### config.mk
export PLATFORM = sky130hd
export DESIGN_NAME = neuron_mac
export DESIGN_NICKNAME = d
export VERILOG_FILES = /design/src/rtl/neuron_mac.sv
export SDC_FILE = /design/constraint.sdc
export NUM_CORES = 1
export LEC_CHECK = 0
export ABC_AREA = 1
export CAP_MARGIN = 30
export CORE_ASPECT_RATIO = 1.2
export CORE_MARGIN = 4
export CORE_UTILIZATION = 53
export CTS_CLUSTER_DIAMETER = 50
export CTS_CLUSTER_SIZE = 24
export DETAILED_ROUTE_END_ITERATION = 6
export GPL_ROUTABILITY_DRIVEN = 0
export GPL_TIMING_DRIVEN = 0
export PLACE_DENSITY = 0.71
export SYNTH_ARGS = -nofsm -noshare
export SYNTH_HDL_FRONTEND = slang
export SYNTH_SLANG_ARGS = --single-unit
export TNS_END_PERCENT = 5
### constraint.sdc
create_clock -name clk -period 11.64 [get_ports clk]
set_clock_uncertainty 0.05 [all_clocks]
set_input_delay 1.746 -clock clk [delete_from_list [all_inputs] [get_ports clk]]
set_output_delay 1.746 -clock clk [all_outputs]
set_load 0.01 [all_outputs]
### src/rtl/neuron_mac.sv
// Fixed-point neuron pre-activation: streams N_INPUTS (x, w) pairs, accumulates
// the full products, adds bias, rounds half toward +inf and saturates to DATA_W.
module neuron_mac #(
    parameter int N_INPUTS = 8,
    parameter int DATA_W   = 17,
    parameter int FRAC_W   = 8
) (
    input  logic                     clk,
    input  logic                     reset,
    input  logic                     in_valid,
    output logic                     in_ready,
    input  logic signed [DATA_W-1:0] in_x,
    input  logic signed [DATA_W-1:0] in_w,
    input  logic signed [DATA_W-1:0] bias,
    output logic                     out_valid,
    input  logic                     out_ready,
    output logic signed [DATA_W-1:0] out_data,
    output logic                     out_sat
);

    localparam int PROD_W = 2 * DATA_W;
    localparam int ACC_W  = 2 * DATA_W + $clog2(N_INPUTS) + 1;
    // One extra bit so bias and rounding offset can never wrap the sum.
    localparam int T_W    = ACC_W + 1;
    localparam int CNT_W  = (N_INPUTS > 1) ? $clog2(N_INPUTS) : 1;

    localparam logic [CNT_W-1:0] CNT_LAST = CNT_W'(N_INPUTS - 1);
    localparam logic [CNT_W-1:0] CNT_ONE  = CNT_W'(1);
    localparam logic [CNT_W-1:0] CNT_ZERO = {CNT_W{1'b0}};
    localparam logic [ACC_W-1:0] ACC_ZERO = {ACC_W{1'b0}};

    localparam logic signed [T_W-1:0] HALF    = {{(T_W-1){1'b0}}, 1'b1} << (FRAC_W - 1);
    localparam logic signed [T_W-1:0] SAT_MAX = {{(T_W-DATA_W+1){1'b0}}, {(DATA_W-1){1'b1}}};
    localparam logic signed [T_W-1:0] SAT_MIN = {{(T_W-DATA_W+1){1'b1}}, {(DATA_W-1){1'b0}}};
    localparam logic [DATA_W-1:0]     OUT_MAX = {1'b0, {(DATA_W-1){1'b1}}};
    localparam logic [DATA_W-1:0]     OUT_MIN = {1'b1, {(DATA_W-1){1'b0}}};

    typedef enum logic [1:0] {
        ST_ACC = 2'd0,
        ST_RND = 2'd1,
        ST_OUT = 2'd2
    } state_t;

    state_t                    state_r;
    logic signed [ACC_W-1:0]   acc_r;
    logic        [CNT_W-1:0]   cnt_r;

    logic signed [PROD_W-1:0]  prod_s;
    logic signed [ACC_W-1:0]   acc_next_s;
    logic signed [T_W-1:0]     rnd_t_s;
    logic signed [T_W-1:0]     rnd_r_s;
    logic        [DATA_W-1:0]  sat_data_s;
    logic                      sat_flag_s;

    assign prod_s     = $signed({{DATA_W{in_x[DATA_W-1]}}, in_x})
                      * $signed({{DATA_W{in_w[DATA_W-1]}}, in_w});
    assign acc_next_s = acc_r + {{(ACC_W-PROD_W){prod_s[PROD_W-1]}}, prod_s};
    assign rnd_t_s    = {acc_r[ACC_W-1], acc_r}
                      + ({{(T_W-DATA_W){bias[DATA_W-1]}}, bias} << FRAC_W)
                      + HALF;
    assign rnd_r_s    = rnd_t_s >>> FRAC_W;

    // Clamp the rounded sum into the signed DATA_W output range.
    always_comb begin
        sat_data_s = rnd_r_s[DATA_W-1:0];
        sat_flag_s = 1'b0;
        if (rnd_r_s > SAT_MAX) begin
            sat_data_s = OUT_MAX;
            sat_flag_s = 1'b1;
        end else if (rnd_r_s < SAT_MIN) begin
            sat_data_s = OUT_MIN;
            sat_flag_s = 1'b1;
        end else begin
            sat_data_s = rnd_r_s[DATA_W-1:0];
            sat_flag_s = 1'b0;
        end
    end

    // Control FSM with accumulator, pair counter and registered handshake outputs.
    always_ff @(posedge clk) begin
        if (!reset) begin
            state_r   <= ST_ACC;
            acc_r     <= ACC_ZERO;
            cnt_r     <= CNT_ZERO;
            in_ready  <= 1'b1;
            out_valid <= 1'b0;
            out_data  <= {DATA_W{1'b0}};
            out_sat   <= 1'b0;
        end else begin
            case (state_r)
                ST_ACC: begin
                    if (in_valid && in_ready) begin
                        acc_r <= acc_next_s;
                        if (cnt_r == CNT_LAST) begin
                            cnt_r    <= CNT_ZERO;
                            in_ready <= 1'b0;
                            state_r  <= ST_RND;
                        end else begin
                            cnt_r <= cnt_r + CNT_ONE;
                        end
                    end
                end
                ST_RND: begin
                    out_data  <= sat_data_s;
                    out_sat   <= sat_flag_s;
                    out_valid <= 1'b1;
                    state_r   <= ST_OUT;
                end
                ST_OUT: begin
                    if (out_valid && out_ready) begin
                        out_valid <= 1'b0;
                        acc_r     <= ACC_ZERO;
                        in_ready  <= 1'b1;
                        state_r   <= ST_ACC;
                    end
                end
                default: begin
                    state_r   <= ST_ACC;
                    acc_r     <= ACC_ZERO;
                    cnt_r     <= CNT_ZERO;
                    in_ready  <= 1'b1;
                    out_valid <= 1'b0;
                end
            endcase
        end
    end

endmodule

==> impl_results.md, run 1 <==
- Routed wire length: 52,300 um
- Worst Hold Depth: 2
- Seq cells post-synth: 63
- Failing checks: design-rule violations
- WS Path Type: in2reg
- Hold worst-path end: acc_r[3]
- Post-route clock period utilization: 94.1%
- Syn. warnings: 0
- Critical Path AT: 11.17 ns
- Vias: 17,067
- Synth Area in Adders: 42.3%
- Synth-to-layout area growth: 6.99%
- Total Neg Setup Slack: 0 ns
- Post-synthesis xor/xnor area fraction: 2.24%
- Die X: 180 um
- Drt wl/cell: 16.0 um
- Rows: 75
- CP Capture Type: flip-flop
- Met2 Routed Length: 26,300 um
- Drt drc: 1
- Largest net degree at the start of global routing: 15
- First-pass GRT wire length: 84,900 um
- FF-to-FF End: out_data[6]
- Crit Path Max Fanout: 10
- Initial Util: 53.7%
- Unrepaired setup endpoints after global routing: no
- Placeable core area: 35,000 sq um
- GRT Total Usage: 27.1%
- Top cells by area, synth: fa_1, nand2_1, inv_1, ha_1, dfxtp_1
- RR Startpoint: acc_r[29]
- CTS tree: yes
- Async SR Flop Fraction: 0%
- Slowest CP cell: fa_1
- Endpoints failing hold: 0
- Clock Sinks: 63
- Achievable Freq: 91.3 MHz
- H-tree depth: 3
- Leading cell type in the layout, fill and taps excluded: nand2_1
- Clock Path Buffers: 2
- Initial antenna violation count: 0
- Post-synthesis cell count: 2,747
- Setup violations, final: 0
- Most used cell, CP: inv_1
- Unique masters post-synth: 45
- CTS Root Cell: clkbuf_16
- GR Overflow Total: 0
- Via-to-Cell Ratio: 5.23
- EDFF count, synth: 0
- Largest family of logic cells by synthesized area: adder cells
- Final Max Tran Viols: 0
- Critical Path RT: 11.85 ns
- Hold bufs inserted after CTS: 0
- DRT Pass-1 Iters: 7
- Worst setup SP type: input pin
- Layout cell share with drive strength beyond 1: 3.10%
- R2r worst-path depth: 15
- Post-synth top area share: 31.8%
- Post-Syn Area per Cell: 6.84 sq um
- Slew @ Worst Pin: 0.893 ns
- Post-Synth Simple-Gate Area: 23.4%
- Area leader, netlist: fa_1
- Hold crit path type: reg2reg
- Cts bufs inserted: 9
- Synthesized area: 18,800 sq um
- Vias in the first global route: 17,189
- Rel. slew slack: 39.9%
- Top Layer Used: met4
- Cts repair resizes: 0
- Hold_sp: acc_r[3]
- Iter 0 DRT Violations: 1,088
- Nets: 3,311
- Most frequent cells in the layout: nand2_1, inv_1, fa_1, a21oi_1, ha_1
- WL met3: 2670 um
- Post-synthesis compound-gate area fraction: 9.22%
- DPL Wire Length: 45,500 um
- PortBufs: 41
- CP peak stage delay: 1.13 ns
- Die Y: 214 um
- Multiplexer share of the synthesized area: 0%
- Period minus WS final: 10.95 ns
- Outcome: finished with violations
- Seq/Total Area, Yosys: 6.71%
- R2R setup slack: 8.52 ns
- Max-cap check violation count: 0
- Filler cell count: 3,356
- Clock-pin slew on the worst setup and hold paths: 0.06 ns
- Syn_nets: 3,259
- Met1 wire length: 20,200 um
- Die area: 38,500 sq um
- Clock Latency Late Sink: 0.34 ns
- Ys flop type: dfxtp_1
- Final antenna-violating net count: 0
- Post-CTS Setup Bufs: 0
- I/O pin count: 75
- Antenna Diode Count: 0
[stage by stage]
stage	setup slack, ns	hold WS, ns	utilization [%]	cells	instance area (sq um)
finish	0.687	0.421	57.4	3266	20100
global placement	0.453	0.408	56.5	3250	19800
CTS	0.780	0.424	57.4	3266	20100
detailed placement	0.445	0.416	56.5	3250	19800
global route	0.342	0.451	57.4	3266	20100
floorplan	2.81	0.398	-	2747	18800
[layout make-up]
type / count / area [sq um] / share of cell area, %
multi-input cells: 1885 / 14500 / 72.2
inverters: 713 / 2680 / 13.3
flip-flops and latches: 63 / 1260 / 6.27
well taps: 462 / 578 / 2.88
repair buffers: 41 / 410 / 2.04
plain buffers: 86 / 343 / 1.71
clock buffers: 11 / 243 / 1.21
clock inverters: 5 / 81.3 / 0.405
[critical path, delay by kind of cell]
family / cells / cell delay (ns)
adders and majority gates: 7 / 3.82
and+or+nand+nor: 13 / 3.29
buffers and inverters: 8 / 1.57
AOI/OAI and AO/OA: 3 / 0.55
xor gates and xnor gates: 1 / 0.16
[registers in the layout (all words and copies together) (netlist names)]
signal,count
acc_r,38
out_data,17
cnt_r,3
state_r,2
in_ready,1
out_sat,1
out_valid,1
[cell usage after synthesis (all sizes together) (12+ instances only)]
cell      n
nand2   727
inv     711
fa      298
nor2    179
a21oi   172
ha      159
nand3    95
o21ai    88
clkbuf   81
dfxtp    63
xor2     26
nand4    24
xnor2    22
a31oi    20
or2      16
a21o     14
nor3     12
[worst max-delay path by stage]
stage / startpoint / endpoint / slack (ns)
2_1_floorplan: in_x[16] / acc_r[37] / 2.81
3_5_place_dp: in_x[16] / acc_r[37] / 0.44
3_3_place_gp: in_x[16] / acc_r[37] / 0.45
5_1_grt: in_x[16] / acc_r[37] / 0.34
6_report: in_x[16] / acc_r[37] / 0.69
4_1_cts: in_x[16] / acc_r[37] / 0.78
[kinds of logic (layout without fill, tap and decap cells)]
kind of cell | count (synthesis) | in the layout
buffers and inverters | 799 | 856
AO/OA/AOI/OAI | 316 | 316
AND/OR/NAND/NOR | 1064 | 1064
adder cells (fa/ha/maj) | 457 | 457
flip-flops | 63 | 63
XOR/XNOR | 48 | 48
[routing by layer]
metal  vias to the layer above  global-route usage [%]
li1                       8286                       -
met1                      7988                    31.8
met2                       627                    49.8
met3                       166                    2.05
met4                         0                    13.4
met5                         -                       0
Power of run 1 is left out: the tool's default activity adds up to more than one toggle a clock period on the data nets, which glitch-free logic cannot reach.
==> inputs of run 2 (changes only) <==
--- a/config.mk
+++ b/config.mk
@@ -6,7 +6,7 @@
 export NUM_CORES = 1
 export LEC_CHECK = 0
 export ABC_AREA = 1
-export CAP_MARGIN = 30
+export ABC_CLOCK_PERIOD_IN_PS = 11640
 export CORE_ASPECT_RATIO = 1.2
 export CORE_MARGIN = 4
 export CORE_UTILIZATION = 53
==> results of run 2 <==
Same layout as run 1: the final DEF is identical, and so are final timing and power.
Power of run 2 is left out for the same reason.
==> inputs of run 3 (changes only) <==
--- a/config.mk
+++ b/config.mk
@@ -9,13 +9,13 @@
 export ABC_CLOCK_PERIOD_IN_PS = 11640
 export CORE_ASPECT_RATIO = 1.2
 export CORE_MARGIN = 4
-export CORE_UTILIZATION = 53
+export CORE_UTILIZATION = 63
 export CTS_CLUSTER_DIAMETER = 50
 export CTS_CLUSTER_SIZE = 24
 export DETAILED_ROUTE_END_ITERATION = 6
 export GPL_ROUTABILITY_DRIVEN = 0
 export GPL_TIMING_DRIVEN = 0
-export PLACE_DENSITY = 0.71
+export PLACE_DENSITY = 0.82
 export SYNTH_ARGS = -nofsm -noshare
 export SYNTH_HDL_FRONTEND = slang
 export SYNTH_SLANG_ARGS = --single-unit
==> run 3 against run 2 <==
  * The run now ends clean
  * Final cell count decreased by 2.2%
  * Die area decreased by 15%
  * Non-clock buffer count unchanged
  * Highest routed layer unchanged
==> impl_results.md, run 3 (synthesis gave the netlist of run 1 again) <==
- Cts bufs inserted: 9
- CTS tree: yes
- Period minus WS final: 10.95 ns
- Outcome: finished, final reports clean
- Critical Path RT: 11.84 ns
- Filler cell count: 2,538
- Clock Sinks: 63
- GR Overflow Total: 0
- Total Neg Setup Slack: 0 ns
- Clock Path Buffers: 2
- Achievable Freq: 91.3 MHz
- Pre-CTS WS: 0.541 ns
- Worst setup SP type: input pin
- Die Y: 197 um
- Routed wire length: 51,900 um
- CTS Root Cell: clkbuf_16
- Drt wl/cell: 16.3 um
- Endpoints failing hold: 0
- Critical Path AT: 11.15 ns
- Clock Latency Late Sink: 0.34 ns
- DPL Wire Length: 44,800 um
- Max-cap check violation count: 0
- H-tree depth: 3
- Post-route clock period utilization: 94.1%
- First-pass GRT wire length: 85,300 um
- Slew @ Worst Pin: 0.958 ns
- Most frequent cells in the layout: nand2_1, inv_1, fa_1, a21oi_1, ha_1
- CP Capture Type: flip-flop
- Synth-to-layout area growth: 6.55%
- CP peak stage delay: 0.84 ns
- PortBufs: 41
- Nets: 3,311
- Slowest CP cell: nor4_1
- Rows: 69
- Vias in the first global route: 18,169
- WS Path Type: in2reg
- Layout cell share with drive strength beyond 1: 3.14%
- Cell family with most CP delay: adder cells
- Die area: 32,700 sq um
- Drt drc: 0
- Largest net degree at the start of global routing: 15
- RR Startpoint: acc_r[7]
- Hold_sp: acc_r[5]
- Cts repair resizes: 0
- Final Worst Setup Slack: 0.691 ns
- R2R setup slack: 8.54 ns
- Hold crit path type: reg2reg
- Hold bufs inserted after CTS: 0
- Iter 0 DRT Violations: 1,533
- Initial Util: 63.6%
- Via-to-Cell Ratio: 5.50
- Crit Path Max Fanout: 10
- Initial antenna violation count: 1
- Largest reg by FF count: acc_r
- Final Max Tran Viols: 0
- GRT Total Usage: 32.0%
- Rel. slew slack: 35.5%
- WP buf/inv: 6
- Biggest regs: acc_r: 38 flops, out_data: 17 flops, cnt_r: 3 flops
- Setup violations, final: 0
- Clock-pin slew on the worst setup and hold paths: 0.06 ns
- Leading cell type in the layout, fill and taps excluded: nand2_1
- Vias: 17,578
- Post-CTS Setup Bufs: 0
- Unrepaired setup endpoints after global routing: no
- Max reg flops: 38
- Most used cell, CP: fa_1
- Placeable core area: 29,500 sq um
- Final antenna-violating net count: 0
- DRT Pass-1 Iters: 6
- Die X: 166 um
- I/O pin count: 75
- CP startpoint: in_w[16]
run 3: worst reg2reg max path, stage by stage, from the launching register on:
cell and delay, ns:
dfxtp_1 0.39, fa_1 0.54, nand3_1 0.13, nand3_1 0.23
nand2_1 0.13, nand2_1 0.13, nand3_1 0.17, nand4_1 0.12
nand2_1 0.09, nand3_1 0.06, nor2_1 0.10, nand3_1 0.20
nand2_1 0.20, nand2_2 0.12, buf_6 0.16, nor2_1 0.13
nor2_1 0.06
run 3: metrics by stage:
stage | instances | utilization, % | hold slack [ns] | cell area (sq um)
global placement | 3178 | 66.7 | 0.409 | 19700
finish | 3195 | 67.8 | 0.422 | 20000
floorplan | 2747 | - | 0.398 | 18800
CTS | 3194 | 67.8 | 0.422 | 20000
detailed placement | 3178 | 66.7 | 0.413 | 19700
global route | 3195 | 67.8 | 0.445 | 20000
run 3: path summary, 6_finish.rpt:
path,cells after the start,to
max,31,acc_r[37]
min,2,acc_r[5]
max reg2reg,16,out_data[6]
min reg2reg,2,acc_r[5]
run 3: area by class of cell:
type	instances	area [sq um]	share of cell area, %
Inverter	713	2680	13.4
Timing Repair Buffer	41	410	2.05
Multi-Input combinational cell	1885	14500	72.5
Antenna cell	1	2.50	0.0125
Tap cell	390	488	2.44
Sequential cell	63	1260	6.30
Clock buffer	9	225	1.13
Buffer	86	343	1.71
Clock inverter	7	104	0.519
run 3: metal layers:
metal / vias up / share of wire (%) / global-route usage, %
met5: - / 0 / 0
met4: 0 / 8.0 / 21.2
met3: 250 / 6.6 / 3.48
met2: 852 / 49 / 58.1
met1: 8181 / 36 / 35.5
li1: 8295 / - / -
Power of run 3 is left out for the same reason.
==> RTL edit (settings of run 1) <==
The parameter `DATA_W` goes from 17 to 15.
--- a/src/rtl/neuron_mac.sv
+++ b/src/rtl/neuron_mac.sv
@@ -2,7 +2,7 @@
 // the full products, adds bias, rounds half toward +inf and saturates to DATA_W.
 module neuron_mac #(
     parameter int N_INPUTS = 8,
-    parameter int DATA_W   = 17,
+    parameter int DATA_W   = 15,
     parameter int FRAC_W   = 8
 ) (
     input  logic                     clk,
Interface: changed (resized bias, in_w, in_x and out_data); port bits go from 75 to 67. No check against the original RTL was run, so the function may have changed too.
==> RTL edit against run 1 <==
  * Area after synthesis fell by 21%
  * Global-route usage fell by 0.89 points
  * Routed wire length fell by 25%
  * Sequential cell count fell by 6
  * Worst setup slack improved by 0.40 ns
  * Via count fell by 20%
  * Design area fell by 19%
  * Count of clock-buffer cells in the layout fell by 1
Power is not shown: default switching activity piles up to over one toggle a cycle in this logic, so the estimate is an artifact.
==> RTL edit: results <==
{
  "status": "complete, no violations",
  "worst_pin_slew_ns": 0.9166,
  "cts_buffers": 9,
  "grtUsageTotal_pct": 26.21,
  "yosys_warnings": 0,
  "first_pass_iters": 7,
  "routedWlPerCell_um": 15.03,
  "async_reset_ff_share_pct": 0,
  "grt_pass1_vias": 14170,
  "reg2reg_depth": 12,
  "synth_cell_type_count": 42,
  "synth_top_cells_by_area": "fa_1 30%, nand2_1 14%, inv_1 13%, ha_1 12%, dfxtp_1 7.7%",
  "postCtsResizedCells": 0,
  "synth_common_cells": "572 x nand2_1, 523 x inv_1, 224 x fa_1",
  "numPortBuffers": 66,
  "htree_levels": 3,
  "grt_pass1_wl_mm": 66.16,
  "antenna_found_initial": 0,
  "crit_fanout": 10,
  "largest_registers": "acc_r: 34 flops, out_data: 15 flops, cnt_r: 3 flops",
  "setup_tns_ns": 0,
  "grt_max_degree": 13,
  "avgViaCountPerCell": 5.197,
  "cp_slowest_cell": "fa_1",
  "cts_setup_buffers": 0,
  "syn-num-nets": 2570,
  "drive_above_1_share_pct": 3.405,
  "clkSlewWorstSetupHoldPaths_ns": 0.06,
  "cts_buffer_depth": 2,
  "seq_area_frac_synth_pct": 7.654,
  "initialDrtViolationCount": 824,
  "dp_hpwl_mm": 34.23,
  "insertedDiodeCount": 0,
  "ys_seq_elements": 57,
  "max_stage_delay_ns": 0.81,
  "clkLatencyLatePin_ns": 0.33,
  "hold_class": "register to register",
  "clock-root-buffer": "clkbuf_16",
  "synthFlopType": "dfxtp_1",
  "whs_path_depth": 2
}
[RTL edit: cell types whose count changed in the layout (fill, tap and decap cells not counted), sizes merged, moves of 32 or more]
cell / delta
inv: -173
nand2: -144
fa: -74
nor2: -49
clkbuf: -43
a21oi: -32
[RTL edit: path summary, 6_finish.rpt]
check,slack [ns],end,from
worst max-delay path,1.08,acc_r[33],in_w[1]
worst min-delay path,0.42,acc_r[2],acc_r[2]
worst max register to register,8.64,acc_r[27],acc_r[18]
worst min register to register,0.42,acc_r[2],acc_r[2]
[RTL edit: kinds of logic after synthesis]
kind of cell / after synthesis / share of synthesized area (%)
simple gates: 847 / 23.30
fa+ha+maj: 371 / 42.41
buf+inv: 583 / 14.80
compound gates: 243 / 8.946
flops: 57 / 7.654
xor+xnor: 49 / 2.878
[RTL edit: final cells by class]
class,instances,area (um2)
clock buffers,10,239.0
well taps,379,474.2
multi-input cells,1510,11560
repair buffers,66,660.6
inverters,538,2019
fillers,2725,11480
plain buffers,45,187.7
clock inverters,6,66.31
flip-flops and latches,57,1141
[RTL edit: critical path, delay by kind of cell]
kind                       cells  cell delay, ns
adders and majority gates      8            4.29
and+or+nand+nor               15            2.79
buffers and inverters          7            1.80
AOI/OAI and AO/OA              1            0.12
[RTL edit: per-stage QoR]
| step | cell area (um2) | instances | utilization, % | hold slack [ns] | setup slack [ns] |
|---|---|---|---|---|---|
| finish | 16350 | 2611 | 58.74 | 0.4213 | 1.082 |
| global route | 16350 | 2611 | 58.74 | 0.4482 | 0.6174 |
| CTS | 16350 | 2611 | 58.74 | 0.4220 | 1.159 |
| detailed placement | 16040 | 2595 | 57.65 | 0.4130 | 0.8190 |
| global placement | 16040 | 2595 | 57.65 | 0.4061 | 0.9002 |
| floorplan | 14910 | 2150 | - | 0.3980 | 2.962 |
[RTL edit: metal layers]
layer / vias up / GRT usage (%) / part of all wire [%]
met2: 445 / 49.42 / 51
met5: - / 0 / 0
met4: 0 / 13.55 / 5.6
met3: 116 / 2.297 / 4.6
met1: 6393 / 29.40 / 39
li1: 6615 / - / -
